**src/rtl/wb_pkg.sv**
```systemverilog
// Shared definitions for the MEM->WB write port.
// Write bus layout (43 bits): {en, aim[1:0], rd[4:0], sel[2:0], w_data[31:0]}
// aim selects the destination: 00 GPR, 01 LO, 10 HI, 11 CP0.
package wb_pkg;

  localparam int WB_BUS_W = 43;
  localparam int EN_B     = 42;
  localparam int AIM_MSB  = 41;
  localparam int AIM_LSB  = 40;
  localparam int RD_LSB   = 35;
  localparam int SEL_LSB  = 32;

  localparam logic [1:0] AIM_REG = 2'b00;
  localparam logic [1:0] AIM_LO  = 2'b01;
  localparam logic [1:0] AIM_HI  = 2'b10;
  localparam logic [1:0] AIM_CP0 = 2'b11;

  typedef enum logic [1:0] {
    IDLE    = 2'd0,
    PEND_HI = 2'd1,
    PEND_LO = 2'd2
  } arb_state_e;

  function automatic logic [WB_BUS_W-1:0] wb_pack(
    input logic        en,
    input logic [1:0]  aim,
    input logic [4:0]  rd,
    input logic [2:0]  sel,
    input logic [31:0] data
  );
    return {en, aim, rd, sel, data};
  endfunction

endpackage

```
**src/rtl/wb_port_arbiter_if.sv**
```systemverilog
// Signal bundle between the MEM stage / mul-div unit and the WB port arbiter.
//   mem_wb_bus  pipeline write request from MEM (bit 42 = en)
//   md_valid    mul/div result available, held until accepted
//   md_hi/md_lo result pair destined for HI and LO
//   md_ready    arbiter accepts the pair this cycle
//   wb_bus      granted write towards WB
//   pipe_stall  MEM must hold mem_wb_bus this cycle
//   hilo_busy   buffered HI/LO write still pending
// master: the producer side (MEM stage + mul/div); slave: the arbiter.
interface wb_port_arbiter_if;
  import wb_pkg::*;

  logic [WB_BUS_W-1:0] mem_wb_bus;
  logic                md_valid;
  logic [31:0]         md_hi;
  logic [31:0]         md_lo;
  logic                md_ready;
  logic [WB_BUS_W-1:0] wb_bus;
  logic                pipe_stall;
  logic                hilo_busy;

  modport master (
    output mem_wb_bus, md_valid, md_hi, md_lo,
    input  md_ready, wb_bus, pipe_stall, hilo_busy
  );

  modport slave (
    input  mem_wb_bus, md_valid, md_hi, md_lo,
    output md_ready, wb_bus, pipe_stall, hilo_busy
  );

endinterface

```
**src/rtl/wb_port_arbiter.sv**
```systemverilog
// Shares the single MEM->WB write port between the in-order pipeline and
// the multi-cycle mul/div unit. A result pair is captured in IDLE and later
// drained as two writes, HI then LO, using idle pipeline slots. The buffer
// takes the port from a valid pipeline write on an HI/LO ordering hazard or
// after STARVE_LIMIT consecutive blocked cycles; the pipeline write is then
// held via pipe_stall.
// Ports:
//   clk   rising-edge clock
//   rst   synchronous active-high reset; forces all outputs low while high
//   port  wb_port_arbiter_if.slave (see interface header)
module wb_port_arbiter
  import wb_pkg::*;
#(
  parameter  int STARVE_LIMIT = 4,
  localparam int CNT_W        = $clog2(STARVE_LIMIT + 1)
) (
  input  logic               clk,
  input  logic               rst,
  wb_port_arbiter_if.slave   port
);

  localparam logic [CNT_W-1:0] CNT_MAX = CNT_W'(STARVE_LIMIT);

  arb_state_e       state_q, state_d;
  logic [CNT_W-1:0] starve_cnt, starve_cnt_d;
  logic [31:0]      hi_q, hi_d;
  logic [31:0]      lo_q, lo_d;

  logic       pipe_en;
  logic [1:0] pipe_aim;
  logic       hazard;
  logic       drain;

  assign pipe_en  = port.mem_wb_bus[EN_B];
  assign pipe_aim = port.mem_wb_bus[AIM_MSB:AIM_LSB];

  // mthi/mtlo must not overtake an older buffered mul/div result.
  assign hazard = pipe_en && ((pipe_aim == AIM_LO) || (pipe_aim == AIM_HI));

  // Only meaningful in the pending states; gated by state below.
  assign drain = !pipe_en || hazard || (starve_cnt == CNT_MAX);

  always_comb begin
    state_d         = state_q;
    starve_cnt_d    = starve_cnt;
    hi_d            = hi_q;
    lo_d            = lo_q;
    port.wb_bus     = port.mem_wb_bus;
    port.pipe_stall = 1'b0;
    port.md_ready   = 1'b0;
    port.hilo_busy  = 1'b0;

    case (state_q)
      IDLE: begin
        port.md_ready = 1'b1;
        starve_cnt_d  = '0;
        // The pair is only captured here; it is never written this cycle.
        if (port.md_valid) begin
          hi_d    = port.md_hi;
          lo_d    = port.md_lo;
          state_d = PEND_HI;
        end
      end
      PEND_HI, PEND_LO: begin
        port.hilo_busy = 1'b1;
        if (drain) begin
          if (state_q == PEND_HI) begin
            port.wb_bus = wb_pack(1'b1, AIM_HI, 5'd0, 3'd0, hi_q);
            state_d     = PEND_LO;
          end else begin
            port.wb_bus = wb_pack(1'b1, AIM_LO, 5'd0, 3'd0, lo_q);
            state_d     = IDLE;
          end
          // A valid pipeline write loses the port and must be held, not dropped.
          port.pipe_stall = pipe_en;
          starve_cnt_d    = '0;
        end else if (starve_cnt != CNT_MAX) begin
          starve_cnt_d = starve_cnt + 1'b1;
        end
      end
      default: begin
        state_d = IDLE;
      end
    endcase

    if (rst) begin
      port.wb_bus     = '0;
      port.pipe_stall = 1'b0;
      port.md_ready   = 1'b0;
      port.hilo_busy  = 1'b0;
    end
  end

  always_ff @(posedge clk) begin
    if (rst) begin
      state_q    <= IDLE;
      starve_cnt <= '0;
      hi_q       <= '0;
      lo_q       <= '0;
    end else begin
      state_q    <= state_d;
      starve_cnt <= starve_cnt_d;
      hi_q       <= hi_d;
      lo_q       <= lo_d;
    end
  end

endmodule

```
**src/flat_wrapper.sv**
```systemverilog
// flat-port wrapper written by rule: the top's interface ports become plain ports
module wb_port_arbiter_flat import wb_pkg::*;
#(
  parameter  int STARVE_LIMIT = 4,
  localparam int CNT_W        = $clog2(STARVE_LIMIT + 1)
)
  (clk, rst, port_mem_wb_bus, port_md_valid, port_md_hi, port_md_lo, port_md_ready, port_wb_bus, port_pipe_stall, port_hilo_busy);
  wb_port_arbiter_if port_i ();
  input  logic clk;
  input  logic rst;
  input wire logic [$bits(port_i.mem_wb_bus)-1:0] port_mem_wb_bus;
  input wire logic [$bits(port_i.md_valid)-1:0] port_md_valid;
  input wire logic [$bits(port_i.md_hi)-1:0] port_md_hi;
  input wire logic [$bits(port_i.md_lo)-1:0] port_md_lo;
  output wire logic [$bits(port_i.md_ready)-1:0] port_md_ready;
  output wire logic [$bits(port_i.wb_bus)-1:0] port_wb_bus;
  output wire logic [$bits(port_i.pipe_stall)-1:0] port_pipe_stall;
  output wire logic [$bits(port_i.hilo_busy)-1:0] port_hilo_busy;
  assign port_i.mem_wb_bus = port_mem_wb_bus;
  assign port_i.md_valid = port_md_valid;
  assign port_i.md_hi = port_md_hi;
  assign port_i.md_lo = port_md_lo;
  assign port_md_ready = port_i.md_ready;
  assign port_wb_bus = port_i.wb_bus;
  assign port_pipe_stall = port_i.pipe_stall;
  assign port_hilo_busy = port_i.hilo_busy;
  wb_port_arbiter #(.STARVE_LIMIT(STARVE_LIMIT)) u_core (.clk(clk), .rst(rst), .port(port_i));
endmodule
```
**config.mk**
```make
export PLATFORM = sky130hd
export DESIGN_NAME = wb_port_arbiter_flat
export DESIGN_NICKNAME = d
export VERILOG_FILES = /design/src/rtl/wb_pkg.sv /design/src/rtl/wb_port_arbiter_if.sv /design/src/rtl/wb_port_arbiter.sv /design/src/flat_wrapper.sv
export SDC_FILE = /design/constraint.sdc
export NUM_CORES = 1
export LEC_CHECK = 0
export CELL_PAD_IN_SITES_DETAIL_PLACEMENT = 1
export CELL_PAD_IN_SITES_GLOBAL_PLACEMENT = 1
export CORE_UTILIZATION = 33
export CTS_CLUSTER_DIAMETER = 120
export DETAILED_ROUTE_END_ITERATION = 10
export GPL_TIMING_DRIVEN = 0
export PLACE_DENSITY = 0.93
export SYNTH_ARGS = -nofsm -noshare
export SYNTH_HDL_FRONTEND = slang
export SYNTH_SLANG_ARGS = --single-unit
export TNS_END_PERCENT = 5
```
**constraint.sdc**
```tcl
create_clock -name clk -period 5.95 [get_ports clk]
set_clock_uncertainty 0.1 [all_clocks]
set_input_delay 0.595 -clock clk [delete_from_list [all_inputs] [get_ports clk]]
set_output_delay 0.595 -clock clk [all_outputs]
set_load 0.02 [all_outputs]
```
==> results of run 1 <==
[per-stage QoR]
step           hold WS (ns)  total power [mW]
2_1_floorplan         0.336              1.35
3_3_place_gp          0.340              1.72
3_5_place_dp          0.350              1.76
4_1_cts               0.357              2.24
5_1_grt               0.376              2.34
6_report              0.356              2.22
[cell usage after synthesis]
cell      count
clkbuf_1     18
mux2_2        4
inv_1         5
buf_1         9
nand2b_1      4
nor2_1       36
buf_12        3
buf_2         8
a32oi_1       1
dfxtp_1      69
nor3b_1      10
and2_1        1
a21boi_2      2
a31oi_1       1
a21bo_1       1
nor2b_1      37
nand4_1       4
xnor2_2       1
a21oi_1      66
ha_1          6
mux2i_1      35
mux2_4       29
nand2_1     132
or2b_1        1
buf_6         1
[state kept, by name, summed over array words and instances, names as in the netlist]
register	cells
u_core.hi_q	32
u_core.lo_q	32
u_core.starve_cnt	3
u_core.state_q	2
[cell families after synthesis]
kind of cell	share of synthesized area
mux	0.212
compound gates	0.0965
simple gates	0.256
fa+ha+maj	0.0192
xor+xnor	0.00416
buf+inv	0.0591
flops	0.353
[worst max-delay path, delay by kind of cell]
family                 cells  cell delay [ns]
multiplexers               1             0.31
AO/OA/AOI/OAI              2             0.53
buffers and inverters      4             1.40
[per-layer routing]
layer	share of wire	vias to the layer above	GRT usage
li1	-	1913	-
met5	0	-	0
met1	0.42	1854	0.243
met2	0.53	104	0.407
met3	0.041	16	0.0410
met4	0.016	0	0.0667
[where the power goes]
part,leakage (nW),switching (mW),internal [mW]
registers,0.566,0.0465,0.545
logic,1.60,0.603,0.550
clock network,0.129,0.184,0.290
[worst max-delay path by stage]
stage                      end  slack (ns)                            from
2_1_floorplan  port_pipe_stall        3.31  u_core.state_q[0]$_SDFFE_PP0P_
3_3_place_gp   port_wb_bus[29]        2.46             port_mem_wb_bus[42]
3_5_place_dp   port_wb_bus[23]        2.41             port_mem_wb_bus[42]
4_1_cts        port_wb_bus[23]        2.40             port_mem_wb_bus[42]
5_1_grt        port_pipe_stall        2.31  u_core.state_q[1]$_SDFFE_PP0P_
6_report       port_wb_bus[23]        2.41             port_mem_wb_bus[42]
[layout make-up]
class / count / area [um2] / area share
buffer: 39 / 213 / 0.0361
timing repair buffer: 154 / 1540 / 0.262
inverter: 5 / 18.8 / 0.00318
tap: 143 / 179 / 0.0304
clock inverter: 2 / 10.0 / 0.00170
multi-input combinational: 371 / 2300 / 0.390
clock buffer: 13 / 250 / 0.0425
sequential: 69 / 1380 / 0.234
==> summary.md, run 1 <==
| Metric | Value |
|---|---|
| Hold_buf cts | `0` |
| # diodes | `0` |
| Layout Cells excl Fill | `796` |
| Leading cell type in the layout, fill and taps excluded | `clkdlybuf4s50_1` |
| Area added between synthesis and finish | `50.6%` |
| Chip Width | `111 um` |
| Final hold violations | `0` |
| Synth Cell Area | `0.00391 mm2` |
| Synth Net Count | `600` |
| Max-slew violation count | `0` |
| Synth area leaders | `dfxtp_1 (35%), nand2_1 (13%), mux2_4 (11%)` |
| CTS tree | `done` |
| Setup crit start kind | `primary input` |
| Num CTS Buffers | `9` |
| Vias post-DR | `3887` |
| Vias per inst | `between 4 and 5` |
| Distinct cells, synth | `25` |
| First-pass GRT wire length | `21.3 mm` |
| Routed WL per cell | `16.8 um` |
| Reg2reg start | `u_core.state_q[1]$_SDFFE_PP0P_` |
| All-Layer GR Usage | `0.216` |
| Detail Route Antenna Nets | `0` |
| Relative slew slack | `0.596` |
| Mapped Avg Cell Area | `8.09 um2` |
| Max_cap viols | `0` |
| Worst Hold End | `u_core.lo_q[9]$_SDFFE_PP0P_` |
| Synth area leader | `dfxtp_1` |
| Final Util | `0.514` |
| Drc violations | `0` |
| GR Overflow Total | `0` |
| Largest net degree at the start of global routing | `11` |
| Final min period | `3.54 ns` |
| Number of setup violations in the final report | `0` |
| Hold Crit Start | `u_core.lo_q[9]$_SDFFE_PP0P_` |
| Die height | `111 um` |
| Initial antenna violation count | `0` |
| Fin area | `0.00589 mm2` |
| CTS root buffer | `clkbuf_16` |
| Clock buffer depth | `2` |
| Max Fanout on Critical Path | `10` |
| Clock Sinks | `69` |
| CP required | `5.26 ns` |
| Worst path most repeated cell | `clkdlybuf4s50_1` |
| Final RePlAce weighted congestion | `just over 0.8` |
| Cell Chain, Critical Path | `clkdlybuf4s50_1 > a21boi_2 > a21bo_1 > buf_6 > buf_12 > mux2_4 > clkdlybuf4s50_1` |
| Seq/Total Area, Yosys | `0.353` |
| Synthesized instance count | `484` |
| Largest stage delay, worst path | `0.56 ns` |
| Crit. End Element | `output port` |
| Yosys warnings | `0` |
| Total Routed Length | `13.4 mm` |
| Worst reg2reg path endpoint | `u_core.lo_q[3]$_SDFFE_PP0P_` |
| Vias in the first global route | `roughly 4300` |
| # Post-CTS Setup Buffers | `0` |
| Yosys reg bits | `69` |
| Yosys top cell area share | `0.353` |
| Placeable Area | `approximately 0.011 mm2` |
| FF-to-FF path depth | `7` |
| Setup ws final | `2.41 ns` |
| DP Wirelength | `10.4 mm` |
| Tightest Hold Check Type | `reg2reg` |
| Initial Util | `0.341` |
| Crit share post-route | `0.595` |
| # rows | `39` |
| Leakage | `around 2.3 nW` |
| Power Dens Cells | `376 mW/mm2` |
| H-tree levels | `3` |
| Post-Route Setup TNS | `0 ns` |
| Pre-CTS setup slack | `roughly 2.4 ns` |
| DIE AREA | `0.0123 mm2` |
| Kind of critical path | `in2out` |
| Worst hold path stage count | `2` |
| Commonest non-fill, non-tap cells in the layout | `clkdlybuf4s50_1 (154), nand2_1 (132), dfxtp_1 (69)` |
| Placed Instances | `781` |
| Status | `completed` |
| Layout cells sized above 1 | `0.0919` |
| FMAX | `approximately 280 MHz` |
| Worst-path clk slew | `0.05 ns` |
| Crit path DAT | `approximately 2.8 ns` |
| Num ports | `between 150 and 200` |
| Critical path's slowest cell | `clkdlybuf4s50_1` |
| IO buf count | `154` |
| Slew @ Worst Pin | `0.606 ns` |
| DP Area | `0.00563 mm2` |
| Drt pass-1 iters | `4` |
| # resized after CTS | `0` |
| Clk_lat worst skew | `0.32 ns` |
| RSZ-0062 raised after global routing | `no` |
| Max VDD drop | `194 uV` |
| R2r setup slk | `3.94 ns` |
| Initial DRC Count | `101` |
| Final #Nets | `765` |
| FILL cells | `1361` |
Power figures use the tool's default switching activity.
==> inputs of run 2 (changes only) <==
CORE_UTILIZATION = 31   (was 33)
PLACE_DENSITY = 0.89   (was 0.93)
clock period = 3.6 ns   (was 5.95 ns; I/O delays follow)
==> run 2 against run 1 <==
  * Sequential share of layout area down 0.43 points
  * Highest routed layer unchanged
  * Critical endpoint is now port_wb_bus[15]
  * Non-clock buffer count unchanged
  * Via count unchanged
==> summary.md, run 2 (synthesis results as in run 1) <==
| Metric | Value |
|---|---|
| Crit share post-route | `0.918` |
| Initial DRC Count | `between 100 and 150` |
| Largest net degree at the start of global routing | `13` |
| Initial antenna violation count | `0` |
| FF-to-FF path depth | `6` |
| Placed Instances | `~810` |
| Final Util | `0.494` |
| FILL cells | `1450` |
| Num CTS Buffers | `9` |
| DP Area | `0.00567 mm2` |
| Drc violations | `0` |
| Initial Util | `0.322` |
| R2r setup slk | `1.59 ns` |
| Placeable Area | `0.0122 mm2` |
| Commonest non-fill, non-tap cells in the layout | `clkdlybuf4s50_1 (154), nand2_1 (132), dfxtp_1 (69)` |
| CP delay by family, top | `buffers and inverters` |
| Final RePlAce weighted congestion | `0.788` |
| Hold Crit Start | `u_core.hi_q[25]$_SDFFE_PP0P_` |
| Crit path DAT | `2.84 ns` |
| Hold_buf cts | `0` |
| Final hold violations | `0` |
| All-Layer GR Usage | `0.208` |
| Multi-input logic area | `0.00230 mm2` |
| Largest stage delay, worst path | `0.57 ns` |
| First-pass GRT wire length | `approximately 21 mm` |
| Vias post-DR | `roughly 3900` |
| Final #Nets | `765` |
| CP Depth | `8` |
| Layout Cells excl Fill | `822` |
| Total Routed Length | `about 13 mm` |
| Routed WL per cell | `16.1 um` |
| H-tree levels | `3` |
| DIE AREA | `0.0131 mm2` |
| Slew @ Worst Pin | `between 0.5 and 0.6 ns` |
| Max Fanout on Critical Path | `10` |
| CTS root buffer | `clkbuf_16` |
| Post-Route Setup TNS | `0 ns` |
| Worst reg2reg path endpoint | `u_core.lo_q[4]$_SDFFE_PP0P_` |
| Clk_lat worst skew | `0.32 ns` |
| RSZ-0062 raised after global routing | `no` |
| Kind of critical path | `reg2out` |
| GR Overflow Total | `0` |
| Drt pass-1 iters | `4` |
| Relative slew slack | `0.602` |
| Worst-path clk slew | `0.05 ns` |
| Max-slew violation count | `0` |
| Num ports | `156` |
| Leakage | `roughly 2.3 nW` |
| Max VDD drop | `308 uV` |
| Final min period | `3.30 ns` |
| Crit. End Element | `output port` |
| Layout cells sized above 1 | `0.0963` |
| Detail Route Antenna Nets | `0` |
| Critical path buffers and inverters | `5` |
| Status | `completed` |
| Number of setup violations in the final report | `0` |
| Critical Path Start | `u_core.state_q[0]$_SDFFE_PP0P_` |
| Clock Sinks | `69` |
| Area added between synthesis and finish | `53.5%` |
| Cell Chain, Critical Path | `inv_1 > ha_1 > buf_1 > a21bo_1 > buf_6 > buf_12 > mux2_4 > clkdlybuf4s50_1` |
| IO buf count | `154` |
| Leading cell type in the layout, fill and taps excluded | `clkdlybuf4s50_1` |
| Critical path's slowest cell | `clkdlybuf4s50_1` |
| Reg2reg start | `u_core.state_q[0]$_SDFFE_PP0P_` |
| Storage element area | `about 0.0014 mm2` |
| # Post-CTS Setup Buffers | `0` |
| Chip Width | `approximately 110 um` |
| # resized after CTS | `0` |
| Vias in the first global route | `around 4300` |
| Crit path to | `port_wb_bus[15]` |
| Fin area | `between 0.006 and 0.007 mm2` |
| CTS tree | `done` |
| Setup crit start kind | `flop` |
| # rows | `40` |
| Vias per inst | `4.73` |
| Largest regs | `u_core.hi_q: 32 flops, u_core.lo_q: 32 flops, u_core.starve_cnt: 3 flops` |
| Tightest Hold Check Type | `reg2reg` |
| CP required | `3.14 ns` |
| DP Wirelength | `10.2 mm` |
| Max_cap viols | `0` |
| FMAX | `303 MHz` |
| Power Dens Cells | `around 650 mW/mm2` |
| Clock buffer depth | `2` |
| Die height | `approximately 110 um` |
| # diodes | `0` |
==> run 2: changes by cell type in the layout (fill, tap and decap cells not counted), sizes merged <==
cell / delta
bufinv: +3
clkbuf: -3
clkinvlp: +1
==> run 2: layout make-up <==
cell class,instances,share of cell area
plain buffers,39,0.0354
repair buffers,154,0.257
clock inverters,6,0.0185
clock buffers,10,0.0381
flip-flops and latches,69,0.230
inverters,5,0.00313
well taps,168,0.0350
multi-input cells,371,0.383
==> run 2: worst min-delay path by stage <==
stage               slack (ns)  cells past startpoint                      endpoint
CTS                       0.36                      2  u_core.hi_q[25]$_SDFFE_PP0P_
detailed placement        0.35                      2  u_core.hi_q[25]$_SDFFE_PP0P_
finish                    0.36                      2  u_core.hi_q[25]$_SDFFE_PP0P_
floorplan                 0.34                      2   u_core.lo_q[0]$_SDFFE_PP0P_
global placement          0.34                      2   u_core.lo_q[4]$_SDFFE_PP0P_
global route              0.38                      2  u_core.lo_q[24]$_SDFFE_PP0P_
==> run 2: where the power goes <==
part / switching (mW) / internal [mW] / total (mW)
Sequential: 0.0783 / 0.900 / 0.979
Clock: 0.325 / 0.677 / 1.00
Combinational: 1.01 / 0.910 / 1.92
==> run 2: routing by layer <==
| metal | vias up | track usage | part of all wire |
|---|---|---|---|
| met5 | - | 0 | 0 |
| met4 | 0 | 0.0684 | 0.014 |
| met3 | 13 | 0.0296 | 0.044 |
| met2 | 116 | 0.392 | 0.52 |
| met1 | 1841 | 0.238 | 0.42 |
| li1 | 1917 | - | - |
==> run 2: stage by stage <==
step | hold slack [ns] | total power [mW] | setup slack, ns
after CTS | 0.357 | 3.94 | 0.271
after global placement | 0.340 | 2.85 | 0.581
final | 0.355 | 3.90 | 0.297
after detailed placement | 0.349 | 2.92 | 0.488
after floorplan | 0.336 | 2.24 | 1.19
after global routing | 0.381 | 4.11 | 0.196
==> run 2: worst min-delay path, delay by kind of cell, from the launching register on <==
| family | cells | cell delay, ns |
|---|---|---|
| and+or+nand+nor | 1 | 0.05 |
| DFF | 1 | 0.31 |
| AOI/OAI and AO/OA | 1 | 0.05 |
==> edit, RTL diff (flow settings as in run 2) <==
Take the reset off `hi_q` and load it in a clocked block of its own.
--- a/src/rtl/wb_port_arbiter.sv
+++ b/src/rtl/wb_port_arbiter.sv
@@ -95,15 +95,17 @@
     if (rst) begin
       state_q    <= IDLE;
       starve_cnt <= '0;
-      hi_q       <= '0;
       lo_q       <= '0;
     end else begin
       state_q    <= state_d;
       starve_cnt <= starve_cnt_d;
-      hi_q       <= hi_d;
       lo_q       <= lo_d;
     end
   end
 
+  always_ff @(posedge clk) begin
+    hi_q <= hi_d;
+  end
+
 endmodule
 
Behaviour: same outputs for any inputs over 10 cycles, from zero or initial values and one cycle with rst high; that may be too few to reach the edited logic, so the function may still have changed.
==> edit against run 2 <==
Utilization fell by 1.1 points; setup slack improved by 37 ps; power shrank 5.0%; sequential cell count stayed put; count of clock-buffer cells in the layout rose by 4; area after synthesis shrank 3.1%; cell area shrank 3.8%; wire length down 12%; first-iteration DRC count fell by 37%.
==> edit: results <==
export IMPL_status="finished, final reports clean"
export IMPL_clkSinkCount=69
export IMPL_route_detailed_drc=0
export IMPL_wire_per_inst_microns=16.9
export IMPL_h_tree_depth=3
export IMPL_synthTopCellsByCount="68 x nand2_1, 37 x dfxtp_1, 37 x nor2b_1, 36 x nor2_1, 35 x mux2i_1"
export IMPL_dp_cells=678
export IMPL_synth_main_ff_cell="dfxtp_1"
export IMPL_async_reset_ff_frac=0
export IMPL_synth_warnings=0
export IMPL_clockBufferDepth=2
export IMPL_yosysUniqueCellTypes=25
export IMPL_fin_hold_ws_ps=357
export IMPL_drt_pre_antenna_iters=4
export IMPL_p_leak_nw=2.22
export IMPL_post_cts_buffers=0
export IMPL_synth_top_area_share=0.253
export IMPL_cts_resized_gates=0
export IMPL_synth_fp_nets=493
export IMPL_drt_iter0_drc=77
export IMPL_synth_edf_count=32
export IMPL_grt_pass1_wl_mm=18.2
export IMPL_gp_congestion=0.752
export IMPL_cp_data_arrival_time_ps=2810
export IMPL_drive_gt1_frac=0.112
export IMPL_vdd_drop_max_mv=0.240
export IMPL_placed_area_sq_um=5520
export IMPL_timing_hold_worst_class="reg -> reg"
export IMPL_top_regs="u_core.hi_q (32), u_core.lo_q (32), u_core.starve_cnt (3)"
export IMPL_post_drt_via_cell_ratio=4.72
export IMPL_synth_area_leaders="edfxtp_1 25%, dfxtp_1 20%, mux2_4 11%"
export IMPL_grt_usage=0.190
export IMPL_reg2reg_slack_ps=1280
export IMPL_clockRootBuffer="clkbuf_16"
export IMPL_dp_hpwl_mm=8.98
export IMPL_clkSlewWorstSetupHoldPaths_ps=50
export IMPL_wl_mm=11.7
export IMPL_tightest_slew_ps=947
export IMPL_seq_area_frac_synth=0.449
export IMPL_cts_buffers=9
export IMPL_antenna_found_initial=0
export IMPL_clkLatencyLatePin_ps=320
export IMPL_synthCells=377
export IMPL_crit_fanout=10
export IMPL_portBuffers=154
export IMPL_grt_pass1_vias=3535
export IMPL_n_antenna_cell=0
export IMPL_grt_max_degree=42
export IMPL_num_nets_final=658
[edit: kinds of logic after synthesis]
kind of cell / share of synthesized area
XOR/XNOR: 0.00429
multiplexers: 0.219
flip-flops: 0.449
buffers and inverters: 0.0515
adder cells (fa/ha/maj): 0.0198
AO/OA/AOI/OAI: 0.0574
AND/OR/NAND/NOR: 0.199
[edit: worst max-delay path, cell delays in order, from the launching register on]
cell,delay (ps)
dfxtp_1,380
inv_1,80
ha_1,280
buf_1,310
a21boi_2,490
mux2_2,390
clkdlybuf4s50_1,540
[edit: area by class of cell]
class	count	area (sq um)
Fill cell	1337	6180
Clock inverter	2	8.76
Clock buffer	14	254
Timing Repair Buffer	154	1540
Buffer	28	174
Sequential cell	69	1700
Tap cell	147	184
Inverter	6	22.5
Multi-Input combinational cell	274	1890
[edit: per-stage QoR]
stage               setup WS (ps)   util
floorplan                    1190      -
global placement              107  0.461
detailed placement            557  0.461
CTS                           320  0.483
global route                  213  0.483
finish                        334  0.483
[edit: power by group]
part / internal (mW) / switching [mW] / total, mW
Sequential: 1.00 / 0.0644 / 1.07
Clock: 0.482 / 0.300 / 0.782
Combinational: 0.914 / 0.939 / 1.85
[edit: layer usage]
layer  up-vias  part of all wire  GRT usage  wire [microns]
li1       1605                 -          -               -
met3        21             0.045     0.0410             530
met1      1551              0.39      0.204            4540
met5         -                 0          0               0
met2        99              0.54      0.355            6340
met4         0             0.025     0.0827             287
[edit: path summary, 6_finish.rpt]
kind | cells after the start | startpoint | to
max | 6 | u_core.state_q[0] | port_wb_bus[40]
min | 2 | u_core.lo_q[13] | u_core.lo_q[13]
max reg2reg | 5 | u_core.state_q[1] | u_core.hi_q[19]
min reg2reg | 2 | u_core.lo_q[13] | u_core.lo_q[13]
